**src/rtl/mvmu_sequencer.sv**
```systemverilog
// mvmu_sequencer: upstream control stage for one MVMU tile.
// Packs a byte-serial weight stream into 16-byte write beats, latches one activation
// vector, drives the tile opcode/address/data/pim_in ports, and hands the captured
// column-result vector downstream over a valid/ready handshake.
// Optional compute watchdog: define MVMU_SEQ_TIMEOUT_EN.
// All outputs are registered; their next values are decoded from the next state.

module mvmu_sequencer #(
    parameter int unsigned DATA_WIDTH     = 8,
    parameter int unsigned M_RAM_DEPTH    = 1024,
    parameter int unsigned B_RAM_DEPTH    = 32,
    parameter int unsigned NUM_OF_COLUMNS = 32,
    parameter int unsigned TIMEOUT_CYCLES = 255
) (
    input  logic                               clk,
    input  logic                               RSTn,
    input  logic                               start,
    input  logic                               cmd_load,
    input  logic                               w_valid,
    output logic                               w_ready,
    input  logic [DATA_WIDTH-1:0]              w_data,
    input  logic                               act_valid,
    output logic                               act_ready,
    input  logic [DATA_WIDTH*B_RAM_DEPTH-1:0]  act_data,
    output logic [3:0]                         mvmu_web,
    output logic [15:0]                        mvmu_addr,
    output logic [16*DATA_WIDTH-1:0]           mvmu_data,
    output logic [DATA_WIDTH*B_RAM_DEPTH-1:0]  mvmu_pim_in,
    input  logic                               pim_pro_o_flag,
    input  logic [DATA_WIDTH*B_RAM_DEPTH-1:0]  pim_pro_q,
    output logic                               res_valid,
    input  logic                               res_ready,
    output logic [DATA_WIDTH*B_RAM_DEPTH-1:0]  res_data,
    output logic                               busy,
    output logic                               err
);

    localparam int unsigned NumBeats = M_RAM_DEPTH / 16;
    localparam int unsigned BeatW    = $clog2(NumBeats + 1);
    localparam int unsigned VecW     = DATA_WIDTH * B_RAM_DEPTH;
    localparam int unsigned BufW     = 16 * DATA_WIDTH;

    localparam logic [3:0] WebClean   = 4'd0;
    localparam logic [3:0] WebWrite   = 4'd1;
    localparam logic [3:0] WebNop     = 4'd3;
    localparam logic [3:0] WebPimPro  = 4'd4;
    localparam logic [3:0] WebPimIdle = 4'd5;

    // Elaboration-time parameter sanity checks
    if (DATA_WIDTH != 8) begin : g_chk_width
        $error("mvmu_sequencer: DATA_WIDTH must be 8");
    end
    if ((M_RAM_DEPTH % 16) != 0 || M_RAM_DEPTH == 0 || M_RAM_DEPTH > 65536) begin : g_chk_depth
        $error("mvmu_sequencer: M_RAM_DEPTH must be a non-zero multiple of 16 within 16-bit addressing");
    end
    // The watchdog must outlast a normal PIM_Pro pass
    if (TIMEOUT_CYCLES <= NUM_OF_COLUMNS + 1) begin : g_chk_timeout
        $error("mvmu_sequencer: TIMEOUT_CYCLES must exceed NUM_OF_COLUMNS+1");
    end

    typedef enum logic [2:0] {
        StIdle,
        StClean,
        StLoad,
        StWrite,
        StAct,
        StCompute,
        StResult,
        StPimRst
    } state_e;

    state_e              state_q, state_d;
    logic [BeatW-1:0]    beat_q, beat_d;
    logic [3:0]          byte_q, byte_d;
    logic [BufW-1:0]     buf_q, buf_d;
    logic [15:0]         addr_q, addr_d;
    logic [VecW-1:0]     pim_in_q, pim_in_d;
    logic [VecW-1:0]     res_data_q, res_data_d;
    logic                loaded_q, loaded_d;
    logic                err_q, err_d;
    logic [3:0]          web_q, web_d;
    logic                w_ready_q, w_ready_d;
    logic                act_ready_q, act_ready_d;
    logic                res_valid_q, res_valid_d;
    logic                busy_q, busy_d;

`ifdef MVMU_SEQ_TIMEOUT_EN
    localparam int unsigned TmoW = ($clog2(TIMEOUT_CYCLES + 1) > 8) ?
                                   $clog2(TIMEOUT_CYCLES + 1) : 8;
    logic [TmoW-1:0]     tmo_q, tmo_d;
`endif

    // Next-state, datapath and registered-output decode
    always_comb begin
        state_d    = state_q;
        beat_d     = beat_q;
        byte_d     = byte_q;
        buf_d      = buf_q;
        addr_d     = addr_q;
        pim_in_d   = pim_in_q;
        res_data_d = res_data_q;
        loaded_d   = loaded_q;
        err_d      = 1'b0;
`ifdef MVMU_SEQ_TIMEOUT_EN
        // Counter only advances while computing; it restarts on every entry
        tmo_d      = '0;
`endif

        unique case (state_q)
            StIdle: begin
                if (start) begin
                    if (cmd_load) begin
                        state_d = StClean;
                    end else if (loaded_q) begin
                        state_d = StAct;
                    end else begin
                        err_d = 1'b1;
                    end
                end
            end
            StClean: begin
                loaded_d = 1'b0;
                beat_d   = '0;
                byte_d   = '0;
                buf_d    = '0;
                state_d  = StLoad;
            end
            StLoad: begin
                if (w_valid && w_ready_q) begin
                    buf_d[byte_q*DATA_WIDTH +: DATA_WIDTH] = w_data;
                    // Wraps back to 0 after the 16th byte of the beat
                    byte_d = byte_q + 4'd1;
                    if (byte_q == 4'd15) begin
                        addr_d  = 16'(beat_q) << 4;
                        state_d = StWrite;
                    end
                end
            end
            StWrite: begin
                beat_d = beat_q + BeatW'(1);
                if (beat_q == BeatW'(NumBeats - 1)) begin
                    loaded_d = 1'b1;
                    state_d  = StAct;
                end else begin
                    state_d = StLoad;
                end
            end
            StAct: begin
                if (act_valid) begin
                    pim_in_d = act_data;
                    state_d  = StCompute;
                end
            end
            StCompute: begin
`ifdef MVMU_SEQ_TIMEOUT_EN
                tmo_d = tmo_q + TmoW'(1);
`endif
                if (pim_pro_o_flag) begin
                    res_data_d = pim_pro_q;
                    state_d    = StResult;
                end
`ifdef MVMU_SEQ_TIMEOUT_EN
                else if (tmo_q == TmoW'(TIMEOUT_CYCLES - 1)) begin
                    err_d      = 1'b1;
                    res_data_d = '0;
                    state_d    = StPimRst;
                end
`endif
            end
            StResult: begin
                if (res_valid_q && res_ready) begin
                    state_d = StPimRst;
                end
            end
            StPimRst: begin
                state_d = StIdle;
            end
            default: begin
                state_d = StIdle;
            end
        endcase

        // Outputs are registered, so decode them from the state being entered
        unique case (state_d)
            StClean:   web_d = WebClean;
            StWrite:   web_d = WebWrite;
            StCompute: web_d = WebPimPro;
            StPimRst:  web_d = WebPimIdle;
            default:   web_d = WebNop;
        endcase
        w_ready_d   = (state_d == StLoad);
        act_ready_d = (state_d == StAct);
        res_valid_d = (state_d == StResult);
        busy_d      = (state_d != StIdle);
    end

    // State and output registers with synchronous active-low reset
    always_ff @(posedge clk) begin
        if (!RSTn) begin
            state_q     <= StIdle;
            beat_q      <= '0;
            byte_q      <= '0;
            buf_q       <= '0;
            addr_q      <= '0;
            pim_in_q    <= '0;
            res_data_q  <= '0;
            loaded_q    <= 1'b0;
            err_q       <= 1'b0;
            web_q       <= WebNop;
            w_ready_q   <= 1'b0;
            act_ready_q <= 1'b0;
            res_valid_q <= 1'b0;
            busy_q      <= 1'b0;
`ifdef MVMU_SEQ_TIMEOUT_EN
            tmo_q       <= '0;
`endif
        end else begin
            state_q     <= state_d;
            beat_q      <= beat_d;
            byte_q      <= byte_d;
            buf_q       <= buf_d;
            addr_q      <= addr_d;
            pim_in_q    <= pim_in_d;
            res_data_q  <= res_data_d;
            loaded_q    <= loaded_d;
            err_q       <= err_d;
            web_q       <= web_d;
            w_ready_q   <= w_ready_d;
            act_ready_q <= act_ready_d;
            res_valid_q <= res_valid_d;
            busy_q      <= busy_d;
`ifdef MVMU_SEQ_TIMEOUT_EN
            tmo_q       <= tmo_d;
`endif
        end
    end

    assign w_ready     = w_ready_q;
    assign act_ready   = act_ready_q;
    assign mvmu_web    = web_q;
    assign mvmu_addr   = addr_q;
    assign mvmu_data   = buf_q;
    assign mvmu_pim_in = pim_in_q;
    assign res_valid   = res_valid_q;
    assign res_data    = res_data_q;
    assign busy        = busy_q;
    assign err         = err_q;

endmodule

```
**config.mk**
```make
export PLATFORM = sky130hd
export DESIGN_NAME = mvmu_sequencer
export DESIGN_NICKNAME = d
export VERILOG_FILES = /design/src/rtl/mvmu_sequencer.sv
export SDC_FILE = /design/constraint.sdc
export NUM_CORES = 1
export LEC_CHECK = 0
export ABC_AREA = 0
export CORE_AREA = 2 2 467 469
export DETAILED_ROUTE_END_ITERATION = 16
export DIE_AREA = 0 0 469 471
export PLACE_DENSITY = 0.32
export SYNTH_ARGS = -nofsm -noshare
export SYNTH_HDL_FRONTEND = slang
export SYNTH_SLANG_ARGS = --single-unit
export TNS_END_PERCENT = 5
```
**constraint.sdc**
```tcl
create_clock -name clk -period 5.7 [get_ports clk]
set_clock_uncertainty 0.1 [all_clocks]
set_input_delay 0.855 -clock clk [delete_from_list [all_inputs] [get_ports clk]]
set_output_delay 0.855 -clock clk [all_outputs]
set_load 0.03 [all_outputs]
```
==> qor.yml, run 1 <==
critical_path:
  end_kind: "flop"
  crit_type: "flop to flop"
  reg2reg_to: "mvmu_data[48]$_SDFFE_PN0P_"
  rrSetupSlack_ns: 2.34
  critPathArrivalTime_ns: 3.88
  worst_path_dominant_cell_family: "simple AND/OR/NAND/NOR gates"
  cp.required_ns: 6.23
  r2r_cells: 6
  cp_max_fo: 19
  start_kind: "flop"
  path_buf_inv: 1
  cp_slowest_stage_delay_ns: 0.89
  worstPathCellList: "inv_1, ha_1, nand4bb_1, nor4_2, nand2_1, mux2i_1"
  cpMaxStageDelayCell: "ha_1"
  rr_startpoint: "byte_q[0]$_SDFFE_PN0P_"
cts:
  root_buffer: "clkbuf_16"
  cts_tree: "yes"
  cts_setup_buffers: 0
  clockBufferDepth: 3
  htreeDepth: 3
  cts_buffers: 91
  clk_pin_slew_ns: 0.06
  ctsHoldBuffers: 0
  cts_sinks: 670
  clk_latency_ns: 0.71
  post_cts_resized: 0
min_path:
  min_path_type: "flop to flop"
  hp-start: "res_data[234]$_SDFFE_PN0P_"
  min_delay_path_depth: 2
  hold_end: "res_data[234]$_SDFFE_PN0P_"
placement:
  dp_slack_ns: 2.14
  portBuffers: 1182
  gp_congestion: 0.823
  place_hpwl_microns: 126000
detailed_routing:
  wl_microns: 161000
  dr.first_iter.drc_count: 1083
  vias: 24700
  drc_errors: 0
  viasPerCell: 3.55
  route.antenna.remaining_nets: 0
  drtPass1Iterations: 5
  drt-wirelength-per-cell_microns: 23.1
floorplanning:
  rows: 171
  die-width_microns: 469
  pin_count: 1193
  design.core.area_sq_mm: 0.216
  fp.dieH_microns: 471
  initial_utilization_pct: 11.2
  die_area_sq_mm: 0.221
global_routing:
  grt_pass1_vias: 24800
  grt_pass1_wl_microns: 216000
  grt_overflow: 0
  grt_max_degree: 149
  antenna_found_initial: 86
  grt_use_total_pct: 14.0
final_layout:
  layout-drive-gt1-share_pct: 5.33
  layout_commonest_cell: "nand2_1"
  finalNetCount: 4571
  syn2layout_area_growth_pct: 74.3
  multi_input_area_sq_mm: 0.00983
  final_cell_mix: "nand2_1 (1,201), clkdlybuf4s50_1 (1,182), dfxtp_1 (670), a21oi_1 (521), mux2i_1 (134)"
  ff_latch_area_sq_mm: 0.0134
  final_util_pct: 19.5
  fillers: 24100
job:
  cap_violations: 0
yosys:
  netlist_area_sq_mm: 0.0242
  synth_top_area_share_pct: 55.4
  ys_seq_area_share_pct: 55.4
  postSynth.asyncResetShare_pct: 0
  synthDistinctLibCells: 62
  ys_ff_latch: 670
  syn_inst: 2943
  synthFlopType: "dfxtp_1"
  synth_top_cell_by_area: "dfxtp_1"
  synth_warnings: 0
  syn_area_per_cell_sq_um: 8.23
  synth-edff-count: 0
  synth_area_leaders: "dfxtp_1 (55%), nand2_1 (19%), a21oi_1 (11%)"
sta:
  slew_violations: 0
  finalSetupViolCount: 0
  finalHoldViolations: 0
  fin_crit_sh_pct: 58.9
  period_minus_slack_ns: 3.36
  slew_headroom_pct: 25.7
  setup_ws_ns: 2.34
  rsz0062_at_grt: "false"
  fmax_mhz: 298
  tns_ns: 0
  worst_pin_slew_ns: 1.11
power:
  pwr-share-clk_pct: 42.4
  p_comb_share_pct: 21.0
  total_power_mw: 14.0
  power.internal_mw: 9.53
  switching_share_pct: 32.0
  power.density_mw_per_mm2: 332
  p_seq_share_pct: 36.6
  p_leak_nw: 13.9
  p_sw_mw: 4.48
  vdd_drop_max_uv: 229
run_status:
  status: "complete, no violations"
-- final cells by class --
type,count,area share [%]
multi-input cells,2042,23.3
inverters,13,0.133
repair buffers,1219,29.0
diodes,18,0.107
flip-flops and latches,670,31.8
well taps,2854,8.46
clock buffers,140,6.54
clock inverters,23,0.682
-- registers in the layout (all words and copies together) (netlist names) --
register,cells
busy,1
w_ready,1
err,1
res_valid,1
state_q,3
act_ready,1
beat_q,7
mvmu_pim_in,256
loaded_q,1
res_data,256
mvmu_web,3
mvmu_addr,7
mvmu_data,128
byte_q,4
-- worst register-to-register path: stages (launching register included) --
cell       delay (ns)
dfxtp_1          0.66
inv_1            0.15
ha_1             0.89
nand4bb_1        0.35
nor4_2           0.78
nand2_1          0.17
mux2i_1          0.17
-- power groups by stage --
stage | Combinational, mW | Clock [mW] | Sequential [mW]
after global routing | 3.17 | 6.36 | 5.16
after detailed placement | 3.02 | 0 | 5.23
after CTS | 3.03 | 6.18 | 5.13
final | 2.94 | 5.93 | 5.13
after global placement | 3.03 | 0 | 5.22
after floorplan | 1.02 | 0 | 5.67
-- cell families after synthesis --
| group | count (synthesis) | share of synthesized area [%] |
|---|---|---|
| buffers and inverters | 240 | 4.36 |
| DFF | 670 | 55.4 |
| and+or+nand+nor | 1339 | 22.4 |
| muxes | 136 | 5.63 |
| xor gates and xnor gates | 5 | 0.181 |
| adders and majority gates | 7 | 0.351 |
| AOI/OAI and AO/OA | 545 | 11.6 |
| other | 1 | 0.0155 |
-- metal layers --
metal,vias up,global-route usage (%),wire length (microns)
met3,219,6.79,16400
met5,-,0,541
met1,11700,16.1,64700
met2,877,23.7,77000
met4,84,2.57,2640
li1,11800,-,-
-- how the worst max path moves through the flow --
stage / cells after the start / start / end / slack (ns)
6_report: 6 / byte_q[0]$_SDFFE_PN0P_ / mvmu_data[48]$_SDFFE_PN0P_ / 2.34
5_1_grt: 6 / byte_q[0]$_SDFFE_PN0P_ / mvmu_data[55]$_SDFFE_PN0P_ / 2.02
4_1_cts: 6 / byte_q[0]$_SDFFE_PN0P_ / mvmu_data[80]$_SDFFE_PN0P_ / 2.31
3_5_place_dp: 5 / w_valid / mvmu_data[66]$_SDFFE_PN0P_ / 2.14
3_3_place_gp: 5 / w_valid / mvmu_data[66]$_SDFFE_PN0P_ / 2.14
2_1_floorplan: 8 / byte_q[0]$_SDFFE_PN0P_ / mvmu_data[80]$_SDFFE_PN0P_ / 3.28
-- synth_stat cells (6+ instances only) --
cell type	instances
nor3_1	7
ha_1	6
buf_2	69
buf_4	16
and3_1	9
nand3_1	44
a21oi_1	522
dfxtp_1	670
inv_1	12
nand2_1	1201
clkbuf_1	121
buf_1	19
nor2_1	25
mux2i_1	134
-- metrics by stage --
stage	cell area (sq um)	cells	hold slack, ns
floorplan	24200	2952	0.350
global placement	39100	6798	0.341
detailed placement	39100	6798	0.345
CTS	42200	6961	0.353
global route	42200	6965	0.366
finish	42200	6979	0.351
No activity file was read; power rests on OpenSTA's default activity.
==> run 2, diff against run 1 <==
==> constraint.sdc (replaced) <==
create_clock -name clk -period 3.15 [get_ports clk]
set_clock_uncertainty 0.1 [all_clocks]
set_input_delay 0.4725 -clock clk [delete_from_list [all_inputs] [get_ports clk]]
set_output_delay 0.4725 -clock clk [all_outputs]
set_load 0.03 [all_outputs]
==> qor.yml, run 2 (synthesis gave the netlist of run 1 again) <==
detailed_routing:
  drt-wirelength-per-cell_microns: 22.9
  drtPass1Iterations: 5
  wl_microns: 162000
  viasPerCell: 3.52
  drc_errors: 0
  route.antenna.remaining_nets: 0
  dr.first_iter.drc_count: 1051
  vias: 24900
critical_path:
  startpoint: "byte_q[1]$_SDFFE_PN0P_"
  crit_type: "flop to flop"
  end_kind: "flop"
  cp.required_ns: 3.70
  rr_startpoint: "byte_q[1]$_SDFFE_PN0P_"
  critPathArrivalTime_ns: 3.15
  worstPathCellList: "nor3_1, ha_1, a211oi_4, and3_1, mux2i_1"
  cp_slowest_stage_delay_ns: 0.56
  cpMaxStageDelayCell: "and3_1"
  cp_max_fo: 8
  start_kind: "flop"
global_routing:
  grt_max_degree: 140
  grt_pass1_vias: 25000
  grt-busiest-layer: "met2"
  met3_usage_pct: 6.15
  grt_overflow: 0
  antenna_found_initial: 76
  grt_pass1_wl_microns: 216000
  grt_use_total_pct: 14.1
  use_met1_pct: 16.3
  use_met2_pct: 23.6
run_status:
  status: "complete, no violations"
sta:
  rsz0062_at_grt: "false"
  finalHoldViolations: 0
  holdWs_ns: 0.193
  fmax_mhz: 385
  fin_crit_sh_pct: 82.5
  period_minus_slack_ns: 2.60
  worst_pin_slew_ns: 0.860
  slew_violations: 0
  slew_headroom_pct: 42.7
  finalSetupViolCount: 0
  tns_ns: 0
power:
  vdd_drop_max_uv: 372
  power.internal_mw: 17.5
  switching_share_pct: 31.8
  pwr-share-clk_pct: 41.7
  p_comb_share_pct: 22.0
  total_power_mw: 25.6
  p_seq_share_pct: 36.3
  p_leak_nw: 14.4
  p_sw_mw: 8.14
  power.density_mw_per_mm2: 595
final_layout:
  layout_commonest_cell: "nand2_1"
  finalNetCount: 4659
  final_util_pct: 19.9
  fillers: 24200
  layout-drive-gt1-share_pct: 7.17
  final_cell_mix: "nand2_1 (1,201), clkdlybuf4s50_1 (1,182), dfxtp_1 (670), a21oi_1 (521), mux2i_1 (134)"
  syn2layout_area_growth_pct: 77.7
  instances_no_fill: 7066
cts:
  clk_pin_slew_ns: 0.07
  cts_sinks: 670
  clockBufferDepth: 3
  clk_latency_ns: 0.72
  ctsHoldBuffers: 0
  cts_setup_buffers: 0
  root_buffer: "clkbuf_16"
  post_cts_resized: 0
  htreeDepth: 3
  cts_tree: "yes"
  cts_buffers: 92
floorplanning:
  rows: 171
  pin_count: 1193
  die-width_microns: 469
  die_area_sq_mm: 0.221
  fp.dieH_microns: 471
  design.core.area_sq_mm: 0.216
  initial_utilization_pct: 11.2
job:
  cap_violations: 0
placement:
  portBuffers: 1182
  placedCellCount: 6885
  place_hpwl_microns: 130000
  gp_congestion: 0.834
min_path:
  hp-start: "pim_pro_q[255]"
  min_path_type: "input port to flop"
## run 2: area by class of cell
class	count	area (sq um)	area share, %
antenna	14	35.0	0.0814
clock buffer	145	2770	6.45
clock inverter	22	270	0.628
inverter	13	56.3	0.131
multi-input combinational	2042	9830	22.9
sequential	670	13400	31.2
tap	2854	3570	8.30
timing repair buffer	1306	13100	30.4
## run 2: worst paths after layout
kind	endpoint	slack (ns)	cells after the start
worst max-delay path	mvmu_data[75]$_SDFFE_PN0P_	0.55	5
worst max register to register	mvmu_data[75]$_SDFFE_PN0P_	0.55	5
worst min-delay path	res_data[255]$_SDFFE_PN0P_	0.19	3
worst min register to register	res_data[37]$_SDFFE_PN0P_	0.35	2
## run 2: routing by layer
| metal | wire length [microns] | vias up |
|---|---|---|
| li1 | - | 12000 |
| met1 | 65900 | 11700 |
| met2 | 76700 | 869 |
| met3 | 16100 | 224 |
| met4 | 2940 | 74 |
| met5 | 447 | - |
## run 2: stage by stage
step	area, sq um	setup slack (ns)
5_1_grt	43000	0.404
3_3_place_gp	39900	0.405
2_1_floorplan	24200	0.726
3_5_place_dp	39900	0.385
6_report	43000	0.551
4_1_cts	43000	0.456
## run 2: critical path, delay by kind of cell, from the launching register on
kind	cells	cell delay [ns]
and+or+nand+nor	2	0.99
AOI/OAI and AO/OA	1	0.45
DFF	1	0.39
adders and majority gates	1	0.37
muxes	1	0.24
## run 2: power groups by stage
| stage | Clock, mW | Combinational [mW] | Sequential (mW) |
|---|---|---|---|
| final | 10.7 | 5.64 | 9.29 |
| after global routing | 11.4 | 6.04 | 9.35 |
| after CTS | 11.2 | 5.78 | 9.29 |
| after detailed placement | 0 | 5.76 | 9.47 |
| after global placement | 0 | 5.77 | 9.46 |
| after floorplan | 0 | 1.84 | 10.3 |
==> run 3, diff against run 2 <==
--- a/config.mk
+++ b/config.mk
@@ -6,10 +6,10 @@
 export NUM_CORES = 1
 export LEC_CHECK = 0
 export ABC_AREA = 0
-export CORE_AREA = 2 2 467 469
+export CORE_AREA = 2 2 466 468
 export DETAILED_ROUTE_END_ITERATION = 16
-export DIE_AREA = 0 0 469 471
-export PLACE_DENSITY = 0.32
+export DIE_AREA = 0 0 468 470
+export PLACE_DENSITY = 0.33
 export SYNTH_ARGS = -nofsm -noshare
 export SYNTH_HDL_FRONTEND = slang
 export SYNTH_SLANG_ARGS = --single-unit
==> constraint.sdc (replaced) <==
create_clock -name clk -period 2.25 [get_ports clk]
set_clock_uncertainty 0.1 [all_clocks]
set_input_delay 0.3375 -clock clk [delete_from_list [all_inputs] [get_ports clk]]
set_output_delay 0.3375 -clock clk [all_outputs]
set_load 0.03 [all_outputs]
==> qor.yml, run 3 (synthesis gave the netlist of run 1 again) <==
run_status:
  status: "complete, no violations"
sta:
  worst_pin_slew_ns: 0.736
  finalHoldViolations: 0
  fin_crit_sh_pct: 96.1
  finalSetupViolCount: 0
  period_minus_slack_ns: 2.16
  fmax_mhz: 462
  slew_headroom_pct: 50.8
  tns_ns: 0
  slew_violations: 0
critical_path:
  end_kind: "flop"
  critPathArrivalTime_ns: 2.68
  crit_type: "flop to flop"
  r2r_cells: 5
  cp.required_ns: 2.76
  start_kind: "flop"
  cp_max_fo: 5
detailed_routing:
  drt-wirelength-per-cell_microns: 22.4
  route.antenna.remaining_nets: 0
  drc_errors: 0
  viasPerCell: 3.56
  vias: 25900
  drtPass1Iterations: 5
  dr.first_iter.drc_count: 1182
  wl_microns: 163000
power:
  p_leak_nw: 18.5
  pwr-share-clk_pct: 41.7
  total_power_mw: 36.3
  power.internal_mw: 24.8
  p_seq_share_pct: 35.6
  switching_share_pct: 31.7
  p_sw_mw: 11.5
  vdd_drop_max_uv: 507
  power.density_mw_per_mm2: 810
  p_comb_share_pct: 22.7
global_routing:
  grt_max_degree: 67
  grt_use_total_pct: 14.3
  grt_pass1_vias: 26000
  grt_overflow: 0
  antenna_found_initial: 81
  grt_pass1_wl_microns: 220000
cts:
  clk_latency_ns: 0.72
  clk_pin_slew_ns: 0.06
  root_buffer: "clkbuf_16"
  cts_buffers: 91
  cts_tree: "yes"
  cts_sinks: 670
  clockBufferDepth: 3
  cts_setup_buffers: 0
  htreeDepth: 3
floorplanning:
  rows: 171
  initial_utilization_pct: 11.2
  fp.dieH_microns: 470
  design.core.area_sq_mm: 0.216
  pin_count: 1193
  die_area_sq_mm: 0.220
  die-width_microns: 468
placement:
  placedCellCount: 6941
  gp_congestion: 0.871
  post_dp_cell_area_sq_mm: 0.0407
  portBuffers: 1182
  place_hpwl_microns: 132000
final_layout:
  layout-drive-gt1-share_pct: 9.08
  fillers: 24300
  syn2layout_area_growth_pct: 84.9
  layout_commonest_cell: "nand2_1"
  fin_area_sq_mm: 0.0448
  finalNetCount: 4866
  instances_no_fill: 7281
  final_cell_mix: "nand2_1 (1,201), dfxtp_1 (670), clkdlybuf4s50_1 (595), dlygate4sd2_1 (543), a21oi_1 (521)"
  multi_input_area_sq_mm: 0.00991
  ff_latch_area_sq_mm: 0.0134
  final_util_pct: 20.8
job:
  cap_violations: 0
min_path:
  min_delay_path_depth: 3
  min_path_type: "input port to flop"
## run 3: cell count changes in the layout (fill, tap and decap cells not counted), moves of 3 or more
cell             before  now
clkinvlp_4            3    0
buf_4                99  154
clkbuf_1             28   18
dlygate4sd2_1         0  543
clkinv_4              0    4
buf_12               25   55
clkinv_2             11   18
bufinv_16             3    6
dlymetal6s2s_1        0   14
clkdlybuf4s50_1    1182  595
diode_2              14   23
dlygate4sd3_1         0  152
## run 3: path summary, 6_finish.rpt
kind                                 start                    endpoint  slack [ns]
setup / recovery    beat_q[1]$_SDFFE_PN0P_        act_ready$_SDFF_PN0_        0.09
setup reg to reg    beat_q[1]$_SDFFE_PN0P_        act_ready$_SDFF_PN0_        0.09
hold reg to reg   res_data[0]$_SDFFE_PN0P_    res_data[0]$_SDFFE_PN0P_        0.35
hold / removal              pim_pro_q[157]  res_data[157]$_SDFFE_PN0P_        0.09
## run 3: timing repair
| action | 4_1_cts | 5_1_grt |
|---|---|---|
| hold buffers | 152 | 0 |
| resized for setup | 549 | 18 |
| hold endpoints to repair | 152 | 0 |
| endpoints found under the setup margin | 556 | 95 |
| gates cloned | 0 | 0 |
## run 3: final cells by class
type	instances	share of cell area (%)
timing repair buffer	1514	32.8
sequential	670	30.0
multi-input combinational	2042	22.1
tap	2854	7.97
clock buffer	132	5.99
clock inverter	33	0.916
antenna	23	0.129
inverter	13	0.126
## run 3: stage by stage
step | hold WS (ns) | setup slack, ns
after floorplan | 0.350 | -0.0376
after global placement | 0.341 | -0.291
after detailed placement | 0.345 | -0.298
after CTS | 0.0000344 | 0.000385
after global routing | 0.0309 | -0.00108
final | 0.0858 | 0.0867
## run 3: power groups by stage
| stage | sequential (mW) | combinational, mW | clock [mW] |
|---|---|---|---|
| after detailed placement | 13.2 | 8.47 | 0 |
| after global placement | 13.2 | 8.50 | 0 |
| after CTS | 12.9 | 8.42 | 15.8 |
| final | 12.9 | 8.22 | 15.1 |
| after global routing | 13.0 | 8.82 | 16.2 |
| after floorplan | 14.4 | 2.58 | 0 |
## run 3: critical path: stages, from the launching register on
cell      delay [ns]
dfxtp_1         0.44
ha_1            0.22
nand2_1         0.12
or4_4           0.53
a221o_1         0.41
a211oi_2        0.25
## run 3: per-layer routing
layer  part of all wire, %  routed length (microns)  vias up  track usage, %
met5                  0.28                      450        -               0
met4                   1.8                     2860       76            2.87
met3                   9.9                    16100      237            6.40
met2                    47                    75800      904            23.5
met1                    42                    67800    12200            17.0
li1                      -                        -    12400               -
